### src/rtl/ac97_pkg.sv
// Shared frame geometry, FSM state type and slot boundary helper for the
// AC-link serial-out framer.
package ac97_pkg;

    localparam int FRAME_BITS = 256;
    localparam int TAG_BITS   = 16;
    localparam int SLOT_W     = 20;
    localparam int NUM_SLOTS  = 12;

    typedef enum logic {
        IDLE = 1'b0,
        RUN  = 1'b1
    } state_t;

    // Bit position of the last bit before slot s (1..12) starts.
    function automatic logic [7:0] slot_last_bit(input int s);
        return 8'(TAG_BITS - 1 + SLOT_W * (s - 1));
    endfunction

endpackage

### src/rtl/ac97_frame_counter.sv
// Frame bit counter with registered sync and slot-boundary decode.
// All decode outputs derive from flops only.
module ac97_frame_counter
    import ac97_pkg::*;
(
    input  logic                 clk,
    input  logic                 rst_n,
    input  logic                 run,
    input  logic                 start,
    output logic [7:0]           bit_cnt,
    output logic                 sync_pad_o,
    output logic [NUM_SLOTS-1:0] slot_hit,
    output logic [3:0]           slot_idx,
    output logic                 frame_end
);

    always_ff @(posedge clk or negedge rst_n) begin
        if (!rst_n) begin
            bit_cnt    <= '0;
            sync_pad_o <= 1'b0;
        end else if (start) begin
            bit_cnt    <= '0;
            sync_pad_o <= 1'b1;
        end else if (run) begin
            // Bit 255 wraps to 0 here when the frame stops; the top drops run.
            bit_cnt    <= bit_cnt + 8'd1;
            sync_pad_o <= (bit_cnt < 8'(TAG_BITS - 1));
        end else begin
            bit_cnt    <= '0;
            sync_pad_o <= 1'b0;
        end
    end

    genvar gi;
    generate
        for (gi = 0; gi < NUM_SLOTS; gi++) begin : g_slot_hit
            assign slot_hit[gi] = run && (bit_cnt == slot_last_bit(gi + 1));
        end
    endgenerate

    always_comb begin
        slot_idx = '0;
        for (int i = 0; i < NUM_SLOTS; i++) begin
            if (slot_hit[i]) begin
                slot_idx = slot_idx | 4'(i + 1);
            end
        end
    end

    assign frame_end = run && (bit_cnt == 8'(FRAME_BITS - 1));

endmodule

### src/rtl/ac97_sdata_out_framer.sv
// AC97 serial-out framer: builds 16-bit tag + twelve 20-bit slots per frame
// and shifts them MSB-first onto sdata_pad_o with a registered sync.
module ac97_sdata_out_framer
    import ac97_pkg::*;
#(
    parameter logic [1:0] CODEC_ID = 2'b00
) (
    input  logic                 clk,
    input  logic                 rst_n,
    input  logic                 en,
    input  logic                 frame_valid,
    input  logic [NUM_SLOTS-1:0] slot_valid,
    input  logic [SLOT_W-1:0]    slot_data,
    output logic                 slot_ld,
    output logic [3:0]           slot_idx,
    output logic                 sdata_pad_o,
    output logic                 sync_pad_o,
    output logic                 frame_done,
    output logic                 busy
);

    state_t                 state_reg;
    logic [SLOT_W-1:0]      shift_reg;
    logic [NUM_SLOTS-1:0]   mask_reg;
    logic [TAG_BITS-1:0]    tag;
    logic [NUM_SLOTS-1:0]   slot_hit;
    logic [7:0]             bit_cnt;
    logic                   run;
    logic                   start;
    logic                   frame_end;

    // Slot 1 valid lands at tag bit 14, slot 12 at tag bit 3.
    genvar gi;
    generate
        for (gi = 0; gi < NUM_SLOTS; gi++) begin : g_tag
            assign tag[14 - gi] = slot_valid[gi];
        end
    endgenerate
    assign tag[15]  = frame_valid;
    assign tag[2]   = 1'b0;
    assign tag[1:0] = CODEC_ID;

    assign run   = (state_reg == RUN);
    // en only matters in IDLE and on the last bit of a frame.
    assign start = en && (!run || frame_end);

    ac97_frame_counter u_counter (
        .clk        (clk),
        .rst_n      (rst_n),
        .run        (run),
        .start      (start),
        .bit_cnt    (bit_cnt),
        .sync_pad_o (sync_pad_o),
        .slot_hit   (slot_hit),
        .slot_idx   (slot_idx),
        .frame_end  (frame_end)
    );

    assign slot_ld = |(slot_hit & mask_reg);

    always_ff @(posedge clk or negedge rst_n) begin
        if (!rst_n) begin
            state_reg <= IDLE;
            shift_reg <= '0;
            mask_reg  <= '0;
        end else if (start) begin
            state_reg <= RUN;
            shift_reg <= {tag, 4'b0000};
            mask_reg  <= slot_valid;
        end else if (frame_end) begin
            state_reg <= IDLE;
            shift_reg <= '0;
        end else if (run) begin
            if (|slot_hit) begin
                shift_reg <= slot_ld ? slot_data : '0;
            end else begin
                shift_reg <= {shift_reg[SLOT_W-2:0], 1'b0};
            end
        end
    end

    assign sdata_pad_o = shift_reg[SLOT_W-1];
    assign frame_done  = frame_end;
    assign busy        = run;

endmodule

### config.mk
export PLATFORM = sky130hd
export DESIGN_NAME = ac97_sdata_out_framer
export DESIGN_NICKNAME = d
export VERILOG_FILES = /design/src/rtl/ac97_pkg.sv /design/src/rtl/ac97_frame_counter.sv /design/src/rtl/ac97_sdata_out_framer.sv
export SDC_FILE = /design/constraint.sdc
export NUM_CORES = 1
export LEC_CHECK = 0
export CAP_MARGIN = 5
export CORE_AREA = 2 2 105 107
export DETAILED_ROUTE_END_ITERATION = 10
export DIE_AREA = 0 0 107 109
export GPL_ROUTABILITY_DRIVEN = 0
export GPL_TIMING_DRIVEN = 0
export SETUP_SLACK_MARGIN = 0.15
export SLEW_MARGIN = 15
export SYNTH_ARGS = -nofsm -noshare
export SYNTH_HDL_FRONTEND = slang
export SYNTH_HIERARCHICAL = 1
export SYNTH_SLANG_ARGS = --single-unit
export TNS_END_PERCENT = 30
### constraint.sdc
create_clock -name clk -period 3.5 [get_ports clk]
set_input_delay 0.35 -clock clk [delete_from_list [all_inputs] [get_ports clk]]
set_output_delay 0.35 -clock clk [all_outputs]
set_load 0.05 [all_outputs]
==> impl_summary.md, run 1 <==
Floorplanning
Once the floorplan was initialized, standard cells occupied 24.2% of the core. Measured along the x axis, the die boundary spans between 100 and 150 µm. After floorplanning, the core was divided into 38 placement rows.

45 I/O pins were placed. The overall die area is 0.0117 mm². The core footprint is 0.0106 mm². The die is about 110 µm tall.

Logic synthesis
Of all cell types, the one taking the most synthesized area is sky130_fd_sc_hd__dfrtp_1. The net count of the mapped netlist is 294. Of the post-synthesis cell area, the dominant cell type holds 41.0%.

After technology mapping, the gate count stands at about 260. The number of warnings reported in the yosys synthesis log is 6. The count of cell types in the netlist is 51.

Ranked by total cell area, the synthesized netlist is headed by sky130_fd_sc_hd__dfrtp_1 41%, sky130_fd_sc_hd__mux2_2 5.7%, sky130_fd_sc_hd__nand3_1 5.5%. The prevailing post-synth register cell is sky130_fd_sc_hd__dfrtp_1. The synthesized area divided by synthesized cell count is 9.97 µm². The number of flops mapped to enable cells by yosys is 0. The proportion of synthesized flip-flops having asynchronous set or reset is 100%. The register bit count reported by yosys is 42. The total standard cell area after synthesis is approximately 0.0026 mm². For this run, the register share of the synthesized area comes to between 40 and 50%.

Drt
After detailed routing, the number of remaining DRC violations is 0. The total vias in the final route is 2273. After detailed routing, the average wire length per cell comes to 15.4 µm. The final routed wirelength across all metal layers is 6960 µm.

The first detailed-routing pass ran for 4 iterations. The detailed-route vias per instance is roughly 5.0. The number of design-rule violations left by the first detailed-router iteration is 121. The remaining antenna violation count after routing is 0.

Global routing
The first global-routing pass estimated 11200 µm of wire. For this run the aggregate overflow at the end of global routing stands at 0. In the global route stage, met2 resource usage came out at 20.7%. Global routing consumed, on the met3 layer, 1.91% of the routing resources. Entering global routing, the biggest net connects 34 pins. The number of global-route vias before repair is around 2.2k. The layer carrying the most global-route usage is met2. The number of antenna violations at the first check in global routing is 0. The met1 routing resource usage after global routing is 16.2%. Global routing used 12.1% of the available tracks.

Critical path
Of all nets on the critical path, the largest fanout is 10. The worst setup path is launched from a flop. At the worst endpoint, the required time is 3.15 ns. STA puts the critical path data arrival time at 2.78 ns.

STA classifies the critical path endpoint as an output port. The worst setup path is of the reg -> out kind.

Cells and area
The total number of nets in the final design is 348. In the final layout, the share of cells above drive strength 1 is 18.9%. The library cells used most frequently in the layout, excluding fill and tap cells, are 42 x sky130_fd_sc_hd__dfrtp_1, 41 x sky130_fd_sc_hd__clkdlybuf4s50_1, 28 x sky130_fd_sc_hd__nand3_1.

The leading cell type in the layout, fill and taps excluded is sky130_fd_sc_hd__dfrtp_1. 0 antenna diodes ended up in the layout. The register with the most flip-flops in the layout has 20 of them. Relative to the synthesized area, the layout overhead comes to 30.7%. The final instance area is 0.00335 mm². Fill cells in the final layout number between 1k and 1.5k.

Placed design
Detailed placement ended at an HPWL of 5240 µm. The count of input and output buffers is 43. Once placement finished, the instance area stood at between 0.003 and 0.004 mm².

Power
Power comes to 1620 µW. The peak supply drop is 189 µV. For this design the static power due to leakage is 0.00129 µW. Dividing total power by cell area gives a power density of about 480 mW/mm².

Clocking
The clock-pin transition on the worst setup and hold timing paths is 0.09 ns. The tree built by TritonCTS fans out to 42 sinks. The deepest clock path buffer count is 2. The root buffer cell is sky130_fd_sc_hd__clkbuf_8. The clock reaches the later pin of the worst-skew pair after approximately 0.29 ns.

TritonCTS built the clock tree. The H-tree was split into 2 levels. The clock buffer count from CTS is 5.

STA
The maximum operating frequency is between 300 and 400 MHz. The number of hold violations in the final report came to 0. Setup repair after global routing left no endpoint under its margin. The smallest clock period supported by the final layout is computed as 3.13 ns.

The count of pins over their slew limit is 0. The slew at the pin closest to its max-slew limit is 0.547 ns. The final cycle utilization of the critical path is 89.4%. Setup violations remaining at the end of the flow were counted as 0. The setup clock skew after layout is between 0.009 and 0.01 ns.

After routing, the total negative slack on setup checks comes to 0 ns. The worst slew margin relative to its limit is 63.4%.

Flow run
The max capacitance violation total is 0.

Worst hold path
The worst hold path belongs to the class in -> async.

Run status
The flow ran to the end, and the final reports show no timing, DRC or antenna violations.
## metrics by stage
stage                     instances  utilization, %  hold WS, ns  setup slack, ns
final                           452            31.6        0.461            0.371
after global routing            452            31.6        0.480            0.140
after CTS                       450            31.2        0.467            0.236
after detailed placement        441            30.1        0.240           0.0995
after global placement          440            29.9        0.469            0.118
after floorplan                 257               -       0.0544            0.600
## logic make-up (layout without fill, tap and decap cells)
logic type                 count (synthesis)  in the layout  share of synthesized area, %
adders and majority gates                  1              1                         0.488
muxes                                     15             15                          6.50
DFF                                       42             42                          41.0
and+or+nand+nor                           95             95                          23.0
AOI/OAI and AO/OA                         73             73                          21.9
buffers and inverters                     27             82                          5.67
xor gates and xnor gates                   4              4                          1.37
## cell type report
class	count	area, µm²	share of cell area (%)
Clock buffer	6	72.6	2.17
Inverter	6	22.5	0.673
Buffer	21	124	3.70
Timing Repair Buffer	47	472	14.1
Tap cell	140	175	5.23
Clock inverter	2	37.5	1.12
Sequential cell	42	1050	31.4
Multi-Input combinational cell	188	1390	41.6
## worst max-delay path, cell delays in order (launching register included)
cell and delay [ns]:
sky130_fd_sc_hd__dfrtp_1 0.40, sky130_fd_sc_hd__ha_1 0.34, sky130_fd_sc_hd__nand4_1 0.31, sky130_fd_sc_hd__nor3_1 0.31
sky130_fd_sc_hd__a22o_1 0.18, sky130_fd_sc_hd__a221oi_1 0.04, sky130_fd_sc_hd__and3_1 0.24, sky130_fd_sc_hd__clkbuf_2 0.21
sky130_fd_sc_hd__inv_1 0.09, sky130_fd_sc_hd__clkdlybuf4s15_2 0.36
## report_power, final
| part | switching, µW | internal, µW | leakage [µW] |
|---|---|---|---|
| Combinational | 356 | 273 | 0.000678 |
| Clock | 168 | 213 | 0.0000514 |
| Sequential | 54.4 | 552 | 0.000556 |
| Total | 579 | 1040 | 0.00129 |
## routing by layer
| metal | up-vias | share of wire (%) |
|---|---|---|
| met1 | 1118 | 46 |
| met4 | 0 | 0.56 |
| li1 | 1099 | - |
| met2 | 52 | 49 |
| met3 | 4 | 4.0 |
| met5 | - | 0 |
## path summary, 6_finish.rpt
check                                     start                   end  slack (ns)  cells after the start
min reg2reg                u_counter/bit_cnt[0]  u_counter/bit_cnt[0]        0.50                      1
max                        u_counter/bit_cnt[0]               slot_ld        0.37                      9
min in group clk           u_counter/bit_cnt[0]  u_counter/bit_cnt[0]        0.50                      1
max in group asynchronous                 rst_n          shift_reg[7]        2.56                      3
max reg2reg                u_counter/bit_cnt[0]         shift_reg[10]        0.77                      8
min                                       rst_n  u_counter/bit_cnt[6]        0.46                      2
## cell usage after synthesis (all sizes together), types with 3 or more instances
library cell / instances
mux2: 13
o22ai: 3
dfrtp: 42
a22o: 15
buf: 10
o21ai: 12
nand2b: 4
clkbuf: 11
nor2: 12
nand2: 7
nor3: 9
a21oi: 5
or2b: 3
a32oi: 6
inv: 6
nand3: 33
a22oi: 12
a221oi: 3
nor4: 4
o211ai: 12
or4: 3
or3: 4
## timing repair
item,4_1_cts,5_1_grt
endpoints found under the hold margin,9,0
hold buffers,1,0
setup endpoints to repair,1,1
buffers inserted,0,2
pin swaps,0,1
resized for setup,4,4
cloned,0,0
Power figures use the tool's default switching activity.
==> inputs of run 2 (changes only) <==
MAX_ROUTING_LAYER = met4   (was not set)
==> run 2 against run 1 <==
Net effect:
- maximum frequency down 0.44%
- worst hold slack worse by 0.00088 ns
- via count down 0.70%
- sequential share of layout area unchanged
- worst setup slack worse by 0.014 ns
- clock-buffer cell count unchanged
- clock skew about the same
- critical path type unchanged
- largest power group unchanged
- highest routed layer unchanged
==> impl_summary.md, run 2 (synthesis results as in run 1) <==
Critical path
Among cell families on the critical path, the largest total delay comes from simple AND/OR/NAND/NOR gates. In this design, the stage delay of the slowest critical-path cell is 0.40 ns. Of all nets on the critical path, the largest fanout is 10.

STA classifies the critical path endpoint as an output port. STA puts the critical path data arrival time at approximately 2.8 ns. The startpoint type of the worst setup path is a flop. Walking the worst path, the cells encountered are ha_1 -> nand4_1 -> nor3_1 -> a22o_1 -> a221oi_1 -> and3_1 -> clkbuf_2 -> inv_1 -> clkdlybuf4s15_2. The largest individual stage delay along the critical path comes from the cell sky130_fd_sc_hd__dfrtp_1. The kind of critical path is reg -> out. The required time of the critical path is 3.15 ns. The number of buffers and inverters on the critical path is 3.

STA
Of the available clock period, the critical path in the final layout requires 89.8%. Setup repair after global routing left no endpoint under its margin. Timing would allow up to 318 MHz. Measured against its own limit, the worst slew margin works out to 63.4%.

The slew at the pin closest to its max-slew limit is 0.547 ns. Setup slack closes at 0.358 ns. The count of pins over their slew limit is 0. The time the final worst path needs with I/O delays and setup is 3.14 ns. The number of hold violations in the final report was 0. The number of setup violations in the final report is 0.

The clock arrives with 0.00896 ns of skew. The final-layout setup total negative slack is 0 ns.

Cells and area
The total number of nets in the final design is 348. The number of flip-flops in the largest register is 20. Cells with a size suffix above 1 make up 18.9% of the layout. The number of antenna diodes in the final layout is 0.

From synthesis to final layout, the design area changed by 30.7%. In the layout the commonest cells are 42 x sky130_fd_sc_hd__dfrtp_1, 41 x sky130_fd_sc_hd__clkdlybuf4s50_1, 28 x sky130_fd_sc_hd__nand3_1. The count of fill cells added during filler insertion is 1095. Leaving out fill and tap cells, the most frequent cell in the layout is sky130_fd_sc_hd__dfrtp_1.

Global routing
In the global route stage, overall resource usage came out at roughly 12%. Entering global routing, the biggest net connects 34 pins. The overflow left after global routing is 0. The number of antenna violations at the first check in global routing was 0. The wire length of the first global-routing pass is 11200 µm. The number of global-route vias before repair is 2169.

Floorplanning
The row count is 38. During I/O placement, the number of pins put on the boundary was 45. The die extent in x is between 100 and 150 µm. Once the floorplan was initialized, standard cells occupied 24.2% of the core. From bottom edge to top edge, the die measures 109 µm. The core region is 0.0106 mm². The floorplan step defined a die boundary enclosing 0.0117 mm².

Clocking
The number of H-tree levels is 2. The clock net sink count is 42. Clock tree synthesis selected as its root buffer the cell sky130_fd_sc_hd__clkbuf_8. Buffers inserted during clock tree synthesis total 5.

TritonCTS built the clock tree. The later pin in the worst-skew pair is clocked with a latency of 0.29 ns. Clock-pin slew was measured on the worst setup and hold paths at approximately 0.08 ns. The deepest clock path buffer count is 2.

Power
Total power for the finished layout comes to around 1600 µW. Summed over all cells, the static leakage comes to ~0.0013 µW. The power density normalized to cell area is 483 mW/mm². The peak supply drop is 189 µV.

Placed design
The sum of net half-perimeters after detailed placement is about 5200 µm. The pre-CTS worst setup slack is 0.0995 ns. Buffers placed on the I/O ports in this run total 43.

Drt
The remaining design rule violation count is 0. The first TritonRoute pass finished after 4 iterations. For this block, the routed nets add up to 6990 µm of wire. The remaining antenna violation count after routing is 0. The met2 wire length is ~3400 µm. The detailed-route wire length per cell is 15.5 µm. In this run the top signal layer used is met4.

The detailed-route vias per instance is 4.99. The number of design-rule violations left by the first detailed-router iteration is 136. The total vias in the final route is 2257. The routed metal-1 wirelength is 3250 µm.

The met3 wirelength from detailed routing is 289 µm.

Run status
The run finished with clean final reports.

Flow run
The max capacitance violation total is 0.

Worst hold path
In this run the worst hold path is classified as in -> async.
run 2: cell counts in the layout (fill, tap and decap cells not counted):
Identical to the previous run, type by type.
run 2: worst reg2reg max path, stage by stage, from the launching register on:
cell and delay, ns:
sky130_fd_sc_hd__dfrtp_1 0.42, sky130_fd_sc_hd__ha_1 0.32, sky130_fd_sc_hd__nand4_1 0.30, sky130_fd_sc_hd__nor2_1 0.11
sky130_fd_sc_hd__or4_1 0.59, sky130_fd_sc_hd__nor3_4 0.37, sky130_fd_sc_hd__buf_2 0.31, sky130_fd_sc_hd__nand3_1 0.11
sky130_fd_sc_hd__o211ai_1 0.13
run 2: what timing repair did:
| item | 4_1_cts | 5_1_grt |
|---|---|---|
| gates resized for setup | 4 | 4 |
| setup endpoints to repair | 1 | 1 |
| pin swaps | 0 | 1 |
| hold buffers | 1 | 0 |
| setup buffers | 0 | 2 |
| hold endpoints to repair | 9 | 0 |
run 2: final timing paths:
check / start / to / cells past startpoint / slack [ns]
worst max-delay path: u_counter/bit_cnt[0] / slot_ld / 9 / 0.36
worst min-delay path: rst_n / mask_reg[5] / 2 / 0.46
worst max register to register: u_counter/bit_cnt[0] / shift_reg[10] / 8 / 0.76
worst min register to register: u_counter/bit_cnt[0] / u_counter/bit_cnt[0] / 1 / 0.50
max in group asynchronous: rst_n / shift_reg[7] / 3 / 2.56
min in group clk: u_counter/bit_cnt[0] / u_counter/bit_cnt[0] / 1 / 0.50
run 2: stage by stage:
step	instances	hold WS, ns	cell area [µm²]	utilization [%]
floorplan	257	0.0544	2570	-
global placement	440	0.469	3170	29.9
finish	452	0.460	3350	31.6
global route	452	0.480	3350	31.6
detailed placement	441	0.240	3190	30.1
CTS	450	0.467	3310	31.2
run 2: report_power, final:
group | internal [µW] | switching, µW
logic | 273 | 357
registers | 552 | 54.4
clock network | 213 | 167
total | 1040 | 579
run 2: area by class of cell:
class	count	area, µm²	share of cell area, %
buffer	21	124	3.70
clock buffer	6	72.6	2.17
clock inverter	2	37.5	1.12
inverter	6	22.5	0.673
multi-input combinational	188	1390	41.6
sequential	42	1050	31.4
tap	140	175	5.23
timing repair buffer	47	472	14.1
run 2: routing by layer:
layer  vias up  global-route usage (%)
li1       1098                       -
met1      1101                    16.2
met2        54                    20.7
met3         4                    1.79
met4         0                    2.60
met5         -                       -
==> inputs of run 3 (changes only) <==
SETUP_SLACK_MARGIN = 0.5   (was 0.15)
clock period = 3.92 ns   (was 3.5 ns; I/O delays follow)
==> run 3 against run 2 <==
Net effect:
- non-clock buffer count unchanged
- clock power down 10%
- highest routed layer unchanged
- critical endpoint unchanged
- total power down 11%
==> impl_summary.md, run 3 (synthesis results as in run 1) <==
Cells and area
The post-route netlist has 18.3% of its cells at a drive strength greater than 1. The total number of nets in the final design is 348. The sequential cells in the finished layout cover a total of 0.00105 mm².

The post-synthesis to final-layout area growth is 30.2%. The register with the most flip-flops in the layout has 20 of them. The library cell used most frequently in the layout, excluding fill and tap cells, is sky130_fd_sc_hd__dfrtp_1. The count of antenna diodes in the layout is 0.

The area used by multi-input combinational logic is 0.00138 mm². Leaving out fill and tap cells, the most frequent cells in the layout are 42 x sky130_fd_sc_hd__dfrtp_1, 41 x sky130_fd_sc_hd__clkdlybuf4s50_1, 28 x sky130_fd_sc_hd__nand3_1. Cells fill 31.5% of the core in the end. With fillers left out, the area of the finished cells amounts to 0.00334 mm². The count of fill cells added during filler insertion is 1100.

Floorplanning
In this run the horizontal extent of the chip is 107 µm. The initial core utilization is between 20% and 30%. The floorplan step defined a die boundary enclosing 0.0117 mm². The floorplan has 38 rows.

The height of the chip is 109 µm. The I/O pin count is 45. After floorplanning, the core was sized to cover approximately 0.011 mm².

Run status
The run finished with clean final reports.

Placed design
The standard cell area after detailed placement is 0.00319 mm². The count of input and output buffers is 43. The HPWL after detailed placement is 5240 µm.

Critical path
The critical path is of the reg -> out type. Along the worst path, the maximum fanout reaches 10. STA puts the critical path data required time at 3.53 ns. Walking the worst path, the cells encountered are ha_1 -> nand4b_1 -> nor4_1 -> a22o_1 -> a221oi_1 -> and3_1 -> clkbuf_2 -> inv_1 -> clkdlybuf4s15_2. The cell count of the worst reg-to-reg path is 8. The arrival time of data at the critical path endpoint is 2.85 ns. The kind of capture point of the worst setup path is an output port. Among all stages on the critical path, the largest delay is contributed by sky130_fd_sc_hd__dfrtp_1. The largest single stage delay on the critical path is 0.40 ns. The worst setup path is launched from a flop.

Power
The fraction of power spent switching nets is 35.7%. Power spread over the standard cell area amounts to around 430 mW/mm². Across the VDD grid, the largest voltage drop is 168 µV. Sequential cells account for 37.6% of the total power. Summed over all nets, the switching power comes to 513 µW. The portion of total power attributed to the clock network is 23.7%. The static leakage is 0.00128 µW. Combinational cells account for 38.7% of the total power. Cell internal power was estimated by the tool at 926 µW. The total power is 1440 µW.

Drt
The detailed-route vias per instance is 5.05. The remaining antenna violation count after routing is 0. The met2 wire length is 3410 µm. Summed over all layers, the routed wires come to roughly 7000 µm. The total vias in the final route is about 2.3k. After detailed routing, no signal wire sits above met4. After detailed routing, the wire length on met1 is 3150 µm. The first-pass detailed-route iteration total is 4. The detailed-route wire length per cell is between 15 and 20 µm. The remaining design rule violation count is 0.

Detailed routing placed a total of 349 µm of wire on met3. The number of design-rule violations left by the first detailed-router iteration is 165.

Global routing
The overflow left after global routing is 0. Across every metal layer, demand over resource in global routing totals 12.5%. The wire length of the first global-routing pass is ~11000 µm. The number of antenna violations at the first check in global routing was 0.

The number of global-route vias before repair is 2169. Entering global routing, the biggest net connects 34 pins.

Clocking
Clock tree synthesis selected as its root buffer the cell sky130_fd_sc_hd__clkbuf_8. The clock buffer count from CTS is 5. The clock latency of the later-clocked register in the worst-skew pair is 0.29 ns. The clock net sink count is 42. The number of H-tree levels is 2. The CTS tree is built. The deepest clock path buffer count is 2. The clock-pin transition on the worst setup and hold timing paths is 0.08 ns.

STA
The worst path needs 3.24 ns of the cycle, external delays included. Setup repair after global routing left no endpoint under its margin. The count of pins over their slew limit is 0. For the pin with the worst max-slew slack, the measured transition is 0.547 ns. The worst slew margin relative to its limit is roughly 63%. Setup violations remaining at the end of the flow were counted as 0. Hold timing on the final database bottoms out at a slack of 0.501 ns. The final-layout setup total negative slack is 0 ns.

The number of hold violations in the final report is 0. For this run, the top clock speed supported by timing is 308 MHz. For the final database, setup skew stands at approximately 0.0097 ns. The final cycle utilization of the critical path is approximately 83%.

Worst hold path
The worst hold path class is in -> async.

Flow run
Max-cap violations in this run came to 0.
## run 3: changes by cell type in the layout (fill, tap and decap cells not counted)
| cell | change |
|---|---|
| sky130_fd_sc_hd__nor4_2 | -2 |
| sky130_fd_sc_hd__nor4_1 | +2 |
## run 3: layer usage
layer	global-route usage, %	vias up
met2	20.7	59
met5	-	-
li1	-	1097
met4	2.60	0
met3	1.79	7
met1	16.2	1118
## run 3: final timing paths
path                                       from                    to  slack, ns
setup / recovery           u_counter/bit_cnt[0]               slot_ld       0.68
hold / removal                            rst_n  u_counter/bit_cnt[6]       0.50
setup reg to reg           u_counter/bit_cnt[0]         shift_reg[10]       1.19
hold reg to reg            u_counter/bit_cnt[0]  u_counter/bit_cnt[0]       0.50
max in group asynchronous                 rst_n          shift_reg[2]       2.95
min in group clk           u_counter/bit_cnt[0]  u_counter/bit_cnt[0]       0.50
## run 3: final cells by class
class                      count  share of cell area, %
multi-input combinational    188                   41.4
sequential                    42                   31.5
timing repair buffer          47                   14.1
tap                          140                   5.25
buffer                        21                   3.71
clock buffer                   6                   2.18
clock inverter                 2                   1.13
inverter                       6                  0.675
## run 3: worst max-delay path, delay by kind of cell, from the launching register on
kind                     cells  cell delay [ns]
adder cells (fa/ha/maj)      1             0.34
flip-flops                   1             0.40
AND/OR/NAND/NOR              3             0.90
AO/OA/AOI/OAI                2             0.26
buffers and inverters        3             0.67
## run 3: power by group through the flow
stage,Clock [µW],Sequential (µW),Combinational [µW]
final,341,541,557
after global routing,368,551,604
after floorplan,0,557,373
after CTS,350,542,546
after global placement,0,548,531
after detailed placement,0,551,542
## run 3: metrics by stage
stage / setup WS, ns / std cells
after floorplan: 1.02 / 257
after global placement: 0.496 / 440
after detailed placement: 0.477 / 441
after CTS: 0.614 / 450
after global routing: 0.513 / 452
final: 0.676 / 452
## run 3: timing repair
item	4_1_cts	5_1_grt
endpoints found under the setup margin	1	1
setup buffers	0	2
endpoints found under the hold margin	9	0
hold buffers	1	0
gates cloned	0	0
gates resized for setup	4	2
pin swaps	0	1
